File: config.mk
export PLATFORM = sky130hd
export DESIGN_NAME = qspi_read_seq_flat
export DESIGN_NICKNAME = d
export VERILOG_FILES = /design/src/rtl/qspi_read_seq_if.sv /design/src/rtl/qspi_read_seq.sv /design/src/flat_wrapper.sv
export SDC_FILE = /design/constraint.sdc
export NUM_CORES = 1
export LEC_CHECK = 0
export ABC_AREA = 1
export ABC_CLOCK_PERIOD_IN_PS = 1800
export CORE_ASPECT_RATIO = 1.4
export CORE_MARGIN = 2
export CORE_UTILIZATION = 50
export CTS_BUF_LIST = sky130_fd_sc_hd__clkbuf_2 sky130_fd_sc_hd__clkbuf_4 sky130_fd_sc_hd__clkbuf_8
export DETAILED_ROUTE_END_ITERATION = 12
export PLACE_DENSITY = 0.84
export SYNTH_ARGS = -nofsm -noshare
export SYNTH_HDL_FRONTEND = slang
export SYNTH_SLANG_ARGS = --single-unit
File: constraint.sdc
create_clock -name clk -period 1.8 [get_ports clk]
set_clock_uncertainty 0.1 [all_clocks]
set_input_delay 0.18 -clock clk [delete_from_list [all_inputs] [get_ports clk]]
set_output_delay 0.18 -clock clk [all_outputs]
set_load 0.1 [all_outputs]
File: src/rtl/qspi_read_seq_if.sv
// Bus bundle between the QSPI read sequencer, the fetch logic, the pad ring
// and the push side of the QSPI FIFO.
//   fetch side : start, addr, nbytes, stop -> ; <- busy, done
//   pad side   : <- sck, cs_n, io_out, io_oe ; io_in ->
//   fifo side  : <- fifo_clear, fifo_push, fifo_push_data ; fifo_count ->
// The sequencer connects through the slave modport; whoever drives it
// (fetch logic, pads, FIFO model) uses the master modport.
interface qspi_read_seq_if;
   logic        start;
   logic [23:0] addr;
   logic [7:0]  nbytes;
   logic        stop;
   logic        busy;
   logic        done;
   logic        sck;
   logic        cs_n;
   logic [3:0]  io_out;
   logic [3:0]  io_oe;
   logic [3:0]  io_in;
   logic        fifo_clear;
   logic        fifo_push;
   logic [3:0]  fifo_push_data;
   logic [4:0]  fifo_count;

   modport slave (
      input  start, addr, nbytes, stop, io_in, fifo_count,
      output busy, done, sck, cs_n, io_out, io_oe,
             fifo_clear, fifo_push, fifo_push_data
   );

   modport master (
      output start, addr, nbytes, stop, io_in, fifo_count,
      input  busy, done, sck, cs_n, io_out, io_oe,
             fifo_clear, fifo_push, fifo_push_data
   );
endinterface

File: src/rtl/qspi_read_seq.sv
// Quad-I/O flash read sequencer. Drives opcode, address, mode and dummy
// phases on the QSPI pins, then streams received nibbles into the push side
// of the QSPI FIFO. SCK runs at clk/2 and is held low in DATA whenever the
// FIFO (counting a push in flight) is above STALL_LVL.
// Ports:
//   clk  : clock
//   rst  : synchronous active-high reset
//   bus  : qspi_read_seq_if.slave (fetch handshake, pads, FIFO push side)
//
// state     | meaning
// ----------+-----------------------------------------------------------
// ST_IDLE   | cs_n high, waiting for start
// ST_CMD    | 8 periods, opcode serial on IO0, MSB first
// ST_ADDR   | 6 periods, address nibbles [23:20] first, quad out
// ST_MODE   | 2 periods, mode byte high nibble then low nibble
// ST_DUMMY  | DUMMY periods, pads tri-stated
// ST_DATA   | pads tri-stated, sample io_in each period, push to FIFO
// ST_END    | cs_n high for CS_HIGH cycles, then IDLE with done pulse
//
// Every SCK period is a LOW cycle (hi_q=0, pins updated) then a HIGH cycle
// (hi_q=1). Stop and stall are only evaluated at the end of a LOW cycle.
module qspi_read_seq #(
   parameter logic [7:0]  CMD       = 8'hEB,
   parameter logic [7:0]  MODE      = 8'h00,
   parameter int unsigned DUMMY     = 4,
   parameter int unsigned STALL_LVL = 20,
   parameter int unsigned CS_HIGH   = 2
) (
   input logic            clk,
   input logic            rst,
   qspi_read_seq_if.slave bus
);

   typedef enum logic [2:0] {
      ST_IDLE,
      ST_CMD,
      ST_ADDR,
      ST_MODE,
      ST_DUMMY,
      ST_DATA,
      ST_END
   } state_t;

   state_t      state_q;
   logic        hi_q;
   logic [7:0]  cnt_q;
   logic [6:0]  cmd_sh_q;
   logic [23:0] addr_sh_q;
   logic [8:0]  nib_left_q;
   logic        stream_q;

   logic        sck_q;
   logic        cs_n_q;
   logic [3:0]  io_out_q;
   logic [3:0]  io_oe_q;
   logic        busy_q;
   logic        done_q;
   logic        clear_q;
   logic        push_q;
   logic [3:0]  push_data_q;

   // The FIFO only sees our push at the next edge, so count it here too.
   logic [5:0]  occ_d;
   logic        stall_d;

   assign occ_d   = {1'b0, bus.fifo_count} + (push_q ? 6'd2 : 6'd0);
   assign stall_d = (occ_d > 6'(STALL_LVL));

   always_ff @(posedge clk) begin
      if (rst) begin
         state_q     <= ST_IDLE;
         hi_q        <= 1'b0;
         cnt_q       <= '0;
         cmd_sh_q    <= '0;
         addr_sh_q   <= '0;
         nib_left_q  <= '0;
         stream_q    <= 1'b0;
         sck_q       <= 1'b0;
         cs_n_q      <= 1'b1;
         io_out_q    <= '0;
         io_oe_q     <= '0;
         busy_q      <= 1'b0;
         done_q      <= 1'b0;
         clear_q     <= 1'b0;
         push_q      <= 1'b0;
         push_data_q <= '0;
      end else begin
         done_q  <= 1'b0;
         clear_q <= 1'b0;
         push_q  <= 1'b0;

         case (state_q)
            ST_IDLE: begin
               if (bus.start) begin
                  state_q    <= ST_CMD;
                  hi_q       <= 1'b0;
                  cnt_q      <= 8'd7;
                  cmd_sh_q   <= CMD[6:0];
                  addr_sh_q  <= bus.addr;
                  nib_left_q <= {bus.nbytes, 1'b0};
                  stream_q   <= (bus.nbytes == 8'd0);
                  cs_n_q     <= 1'b0;
                  busy_q     <= 1'b1;
                  clear_q    <= 1'b1;
                  sck_q      <= 1'b0;
                  io_oe_q    <= 4'b0001;
                  io_out_q   <= {3'b000, CMD[7]};
               end
            end

            ST_END: begin
               if (cnt_q == 8'd0) begin
                  state_q <= ST_IDLE;
                  busy_q  <= 1'b0;
                  done_q  <= 1'b1;
               end else begin
                  cnt_q <= cnt_q - 8'd1;
               end
            end

            default: begin
               if (!hi_q) begin
                  if (bus.stop) begin
                     state_q  <= ST_END;
                     cnt_q    <= 8'(CS_HIGH - 1);
                     cs_n_q   <= 1'b1;
                     sck_q    <= 1'b0;
                     io_oe_q  <= '0;
                     io_out_q <= '0;
                  end else if (!(state_q == ST_DATA && stall_d)) begin
                     hi_q  <= 1'b1;
                     sck_q <= 1'b1;
                  end
               end else begin
                  hi_q  <= 1'b0;
                  sck_q <= 1'b0;
                  case (state_q)
                     ST_CMD: begin
                        if (cnt_q == 8'd0) begin
                           state_q  <= ST_ADDR;
                           cnt_q    <= 8'd5;
                           io_oe_q  <= 4'hF;
                           io_out_q <= addr_sh_q[23:20];
                        end else begin
                           cnt_q    <= cnt_q - 8'd1;
                           cmd_sh_q <= {cmd_sh_q[5:0], 1'b0};
                           io_out_q <= {3'b000, cmd_sh_q[6]};
                        end
                     end
                     ST_ADDR: begin
                        if (cnt_q == 8'd0) begin
                           state_q  <= ST_MODE;
                           cnt_q    <= 8'd1;
                           io_out_q <= MODE[7:4];
                        end else begin
                           cnt_q     <= cnt_q - 8'd1;
                           addr_sh_q <= {addr_sh_q[19:0], 4'h0};
                           io_out_q  <= addr_sh_q[19:16];
                        end
                     end
                     ST_MODE: begin
                        if (cnt_q == 8'd0) begin
                           io_oe_q  <= '0;
                           io_out_q <= '0;
                           if (DUMMY == 0) begin
                              state_q <= ST_DATA;
                           end else begin
                              state_q <= ST_DUMMY;
                              cnt_q   <= 8'(DUMMY - 1);
                           end
                        end else begin
                           cnt_q    <= cnt_q - 8'd1;
                           io_out_q <= MODE[3:0];
                        end
                     end
                     ST_DUMMY: begin
                        if (cnt_q == 8'd0) begin
                           state_q <= ST_DATA;
                        end else begin
                           cnt_q <= cnt_q - 8'd1;
                        end
                     end
                     ST_DATA: begin
                        push_q      <= 1'b1;
                        push_data_q <= bus.io_in;
                        nib_left_q  <= nib_left_q - 9'd1;
                        // Last nibble: its push still issues during END.
                        if (!stream_q && nib_left_q == 9'd1) begin
                           state_q  <= ST_END;
                           cnt_q    <= 8'(CS_HIGH - 1);
                           cs_n_q   <= 1'b1;
                           io_oe_q  <= '0;
                           io_out_q <= '0;
                        end
                     end
                     default: ;
                  endcase
               end
            end
         endcase
      end
   end

   assign bus.sck            = sck_q;
   assign bus.cs_n           = cs_n_q;
   assign bus.io_out         = io_out_q;
   assign bus.io_oe          = io_oe_q;
   assign bus.busy           = busy_q;
   assign bus.done           = done_q;
   assign bus.fifo_clear     = clear_q;
   assign bus.fifo_push      = push_q;
   assign bus.fifo_push_data = push_data_q;

endmodule

File: src/flat_wrapper.sv
// flat-port wrapper written by rule: the top's interface ports become plain ports
module qspi_read_seq_flat 
#(
   parameter logic [7:0]  CMD       = 8'hEB,
   parameter logic [7:0]  MODE      = 8'h00,
   parameter int unsigned DUMMY     = 4,
   parameter int unsigned STALL_LVL = 20,
   parameter int unsigned CS_HIGH   = 2
)
  (clk, rst, bus_start, bus_addr, bus_nbytes, bus_stop, bus_io_in, bus_fifo_count, bus_busy, bus_done, bus_sck, bus_cs_n, bus_io_out, bus_io_oe, bus_fifo_clear, bus_fifo_push, bus_fifo_push_data);
  qspi_read_seq_if bus_i ();
  input logic clk;
  input logic rst;
  input wire logic [$bits(bus_i.start)-1:0] bus_start;
  input wire logic [$bits(bus_i.addr)-1:0] bus_addr;
  input wire logic [$bits(bus_i.nbytes)-1:0] bus_nbytes;
  input wire logic [$bits(bus_i.stop)-1:0] bus_stop;
  input wire logic [$bits(bus_i.io_in)-1:0] bus_io_in;
  input wire logic [$bits(bus_i.fifo_count)-1:0] bus_fifo_count;
  output wire logic [$bits(bus_i.busy)-1:0] bus_busy;
  output wire logic [$bits(bus_i.done)-1:0] bus_done;
  output wire logic [$bits(bus_i.sck)-1:0] bus_sck;
  output wire logic [$bits(bus_i.cs_n)-1:0] bus_cs_n;
  output wire logic [$bits(bus_i.io_out)-1:0] bus_io_out;
  output wire logic [$bits(bus_i.io_oe)-1:0] bus_io_oe;
  output wire logic [$bits(bus_i.fifo_clear)-1:0] bus_fifo_clear;
  output wire logic [$bits(bus_i.fifo_push)-1:0] bus_fifo_push;
  output wire logic [$bits(bus_i.fifo_push_data)-1:0] bus_fifo_push_data;
  assign bus_i.start = bus_start;
  assign bus_i.addr = bus_addr;
  assign bus_i.nbytes = bus_nbytes;
  assign bus_i.stop = bus_stop;
  assign bus_i.io_in = bus_io_in;
  assign bus_i.fifo_count = bus_fifo_count;
  assign bus_busy = bus_i.busy;
  assign bus_done = bus_i.done;
  assign bus_sck = bus_i.sck;
  assign bus_cs_n = bus_i.cs_n;
  assign bus_io_out = bus_i.io_out;
  assign bus_io_oe = bus_i.io_oe;
  assign bus_fifo_clear = bus_i.fifo_clear;
  assign bus_fifo_push = bus_i.fifo_push;
  assign bus_fifo_push_data = bus_i.fifo_push_data;
  qspi_read_seq #(.CMD(CMD), .MODE(MODE), .DUMMY(DUMMY), .STALL_LVL(STALL_LVL), .CS_HIGH(CS_HIGH)) u_core (.clk(clk), .rst(rst), .bus(bus_i));
endmodule
==> summary.txt <==
Maximum Capacitance Violations -> 0
Number of distinct library cell variants in the gate-level netlist after synthesis -> 33
Warnings, synthesis -> 0
Post-synth net total -> 664
Syn Area/Cell -> 6.27 sq um
First element of the critical path -> u_core.cnt_q[1]$_SDFFE_PP0P_
Power density over the cells -> 1920 nW/um^2
Required arrival time at the worst endpoint -> 1.95 ns
RSZ-0062 raised after global routing -> true
Total placed instance area -> 4770 sq um
Number of vias in the routed layout -> 4,216
CTS sink count -> 69
I/O pin total -> 63
Die Outline Area -> 8410 sq um
Layout overhead on the synthesized area -> 35.5%
Drt total wl -> 10,500 um
Core region area -> 7410 sq um
Max rail drop VDD -> 951 uV
Final number of setup-violating endpoints -> 0
Reg2reg start -> u_core.cnt_q[1]$_SDFFE_PP0P_
Worst setup SP type -> flip-flop
Core Rows -> 37
Final Slew Violations -> 0
Number of antenna violations at the first check in global routing -> 0
Flops & latches, synth -> 69
Antenna viol nets, final -> 0
Clock latency of the later-clocked register in the worst-skew pair -> 0.36 ns
Crit-path max FO -> 3
Final weighted congestion in routability-driven placement -> 0.997
Via count of the first global-routing pass -> 3,994
# nets final -> 750
PnR worst setup slack -> 0.0770 ns
Post-synth design cell area -> 3840 sq um
Cts bufs inserted -> 9
Arrival time at the worst endpoint -> 1.87 ns
Total iterations of the first detailed-routing run -> 5
Transition time of the tightest slew-check pin -> 0.337 ns
Cell chosen for the clock root -> clkbuf_8
Total of buffers placed on input and output ports -> 62
Vias per Instance -> 5.26
HPWL Detailed -> 7150 um
Most common cell after layout, fill and taps aside -> nand2_1
Number of synthesized flops with an enable pin -> 0
Aggregate negative setup slack -> 0 ns
Worst setup path category -> reg2reg
Post-route DRC -> 0
Clock tree from TritonCTS -> yes
Synthesized instance count -> 613
Cells after DPL -> 779
Hold Worst Slack -> 0.333 ns
Layout cells sized above 1 -> 17.5%
Leak -> 0.00240 uW
Hold Path Class -> in2reg
Count of hold-fix buffers inserted at cts -> 0
Wire length of the first global-routing pass -> 17,300 um
Sequential fraction of the synthesis area -> 35.9%
Worst Setup End Kind -> flip-flop
Post-layout min period -> 1.72 ns
Clock-pin slew of the registers on the worst-case setup and hold paths -> 0.08 ns
Max transition margin -> 77.4%
Initial DRC Count -> 324
Non-Filler Cell Area, Final -> 5210 sq um
Status -> completed
Final clock period utilization by the worst path -> 95.7%
Remaining global-route overflow -> 0
Largest net degree at the start of global routing -> 42
Ant diodes -> 0
Leading cell types in the layout, fill and taps excluded -> nand2_1, dfxtp_1, nor2_1, inv_1, a21oi_1
Startpoint of the worst hold path -> bus_addr[2]
DR WL/cell -> 13.1 um
Asr flop ratio synth -> 0%
Deepest clock path buffer count -> 2
Placement-stage worst setup slack -> -0.0618 ns
H-tree levels -> 3
Initial core utilization -> 51.9%
Y dimension of the die -> 108 um
Die X -> 78.1 um
Top FF cell, synth -> dfxtp_1
Max Clk Rate -> 580 MHz
Fin cells -> 801
Overall fraction of global-route tracks in use -> 25.7%
Number of failing hold endpoints at the final stage -> 0
## cell usage after synthesis, drive strengths merged, types with 5 or more instances
| master | count | area [sq um] |
|---|---|---|
| buf | 12 | 97.6 |
| ha | 6 | 75.1 |
| nand2 | 220 | 843 |
| or2 | 5 | 31.3 |
| nor3 | 6 | 30.0 |
| clkbuf | 12 | 45.0 |
| o21ai | 33 | 165 |
| nor2 | 69 | 285 |
| inv | 64 | 240 |
| dfxtp | 69 | 1380 |
| nand3 | 45 | 235 |
| nand4 | 9 | 71.3 |
| a21oi | 51 | 255 |
## state kept, by name (all words and copies together), names as in the netlist, 2 cells and up
register / count
u_core.bus.io_oe: 2
u_core.nib_left_q: 9
u_core.cmd_sh_q: 7
u_core.addr_sh_q: 24
u_core.bus.fifo_push_data: 4
u_core.bus.io_out: 4
u_core.cnt_q: 8
u_core.state_q: 3
## cell families (layout without fill, tap and decap cells)
group / count (synthesis) / in the layout / synth area share (%)
simple gates: 359 / 359 / 39.9
compound gates: 90 / 90 / 12.1
buf+inv: 89 / 180 / 10.1
fa+ha+maj: 6 / 6 / 1.95
flops: 69 / 69 / 35.9
## cell type report
type                    count  area (sq um)
repair buffers             99           998
flip-flops and latches     69          1390
well taps                  97           121
fillers                   593          2200
clock buffers              10           131
clock inverters             6           111
inverters                  65           256
multi-input cells         455          2200
## metrics by stage
stage                     util [%]  power (uW)
after floorplan                  -        6380
after global placement        64.4        7750
after detailed placement      64.4        7890
after CTS                     67.8        9490
after global routing          70.3       10800
final                         70.3       10000
## final timing paths
kind	end	slack (ns)	cells past startpoint
hold / removal	u_core.addr_sh_q[2]$_SDFFE_PP0P_	0.33	5
setup reg to reg	u_core.cnt_q[0]$_SDFFE_PP0P_	0.08	9
setup / recovery	u_core.cnt_q[0]$_SDFFE_PP0P_	0.08	9
hold reg to reg	u_core.addr_sh_q[15]$_SDFFE_PP0P_	0.36	2
## metal layers
layer  routed length [um]  global-route usage (%)
met5                    0                       0
met4                  340                    14.0
met3                  544                    4.11
met2                 5430                    46.7
met1                 4190                    28.1
## timing repair
item,CTS,global route
buffers inserted,0,6
resized for setup,4,42
pin swaps,0,12
endpoints found under the setup margin,35,46
## critical path, stage by stage, from the launching register on
cell and delay [ns]:
dfxtp_2 0.32, inv_2 0.07, ha_4 0.16, nand2_4 0.05, nor2_2 0.09, nand2_1 0.08, ha_1 0.28, a211o_1 0.28
a21oi_2 0.14, nor2_1 0.05
## where the power goes
group	switching (uW)	internal [uW]
clock network	610	935
logic	3830	2180
registers	393	2050
total	4830	5170
No activity file was read; power rests on OpenSTA's default activity.
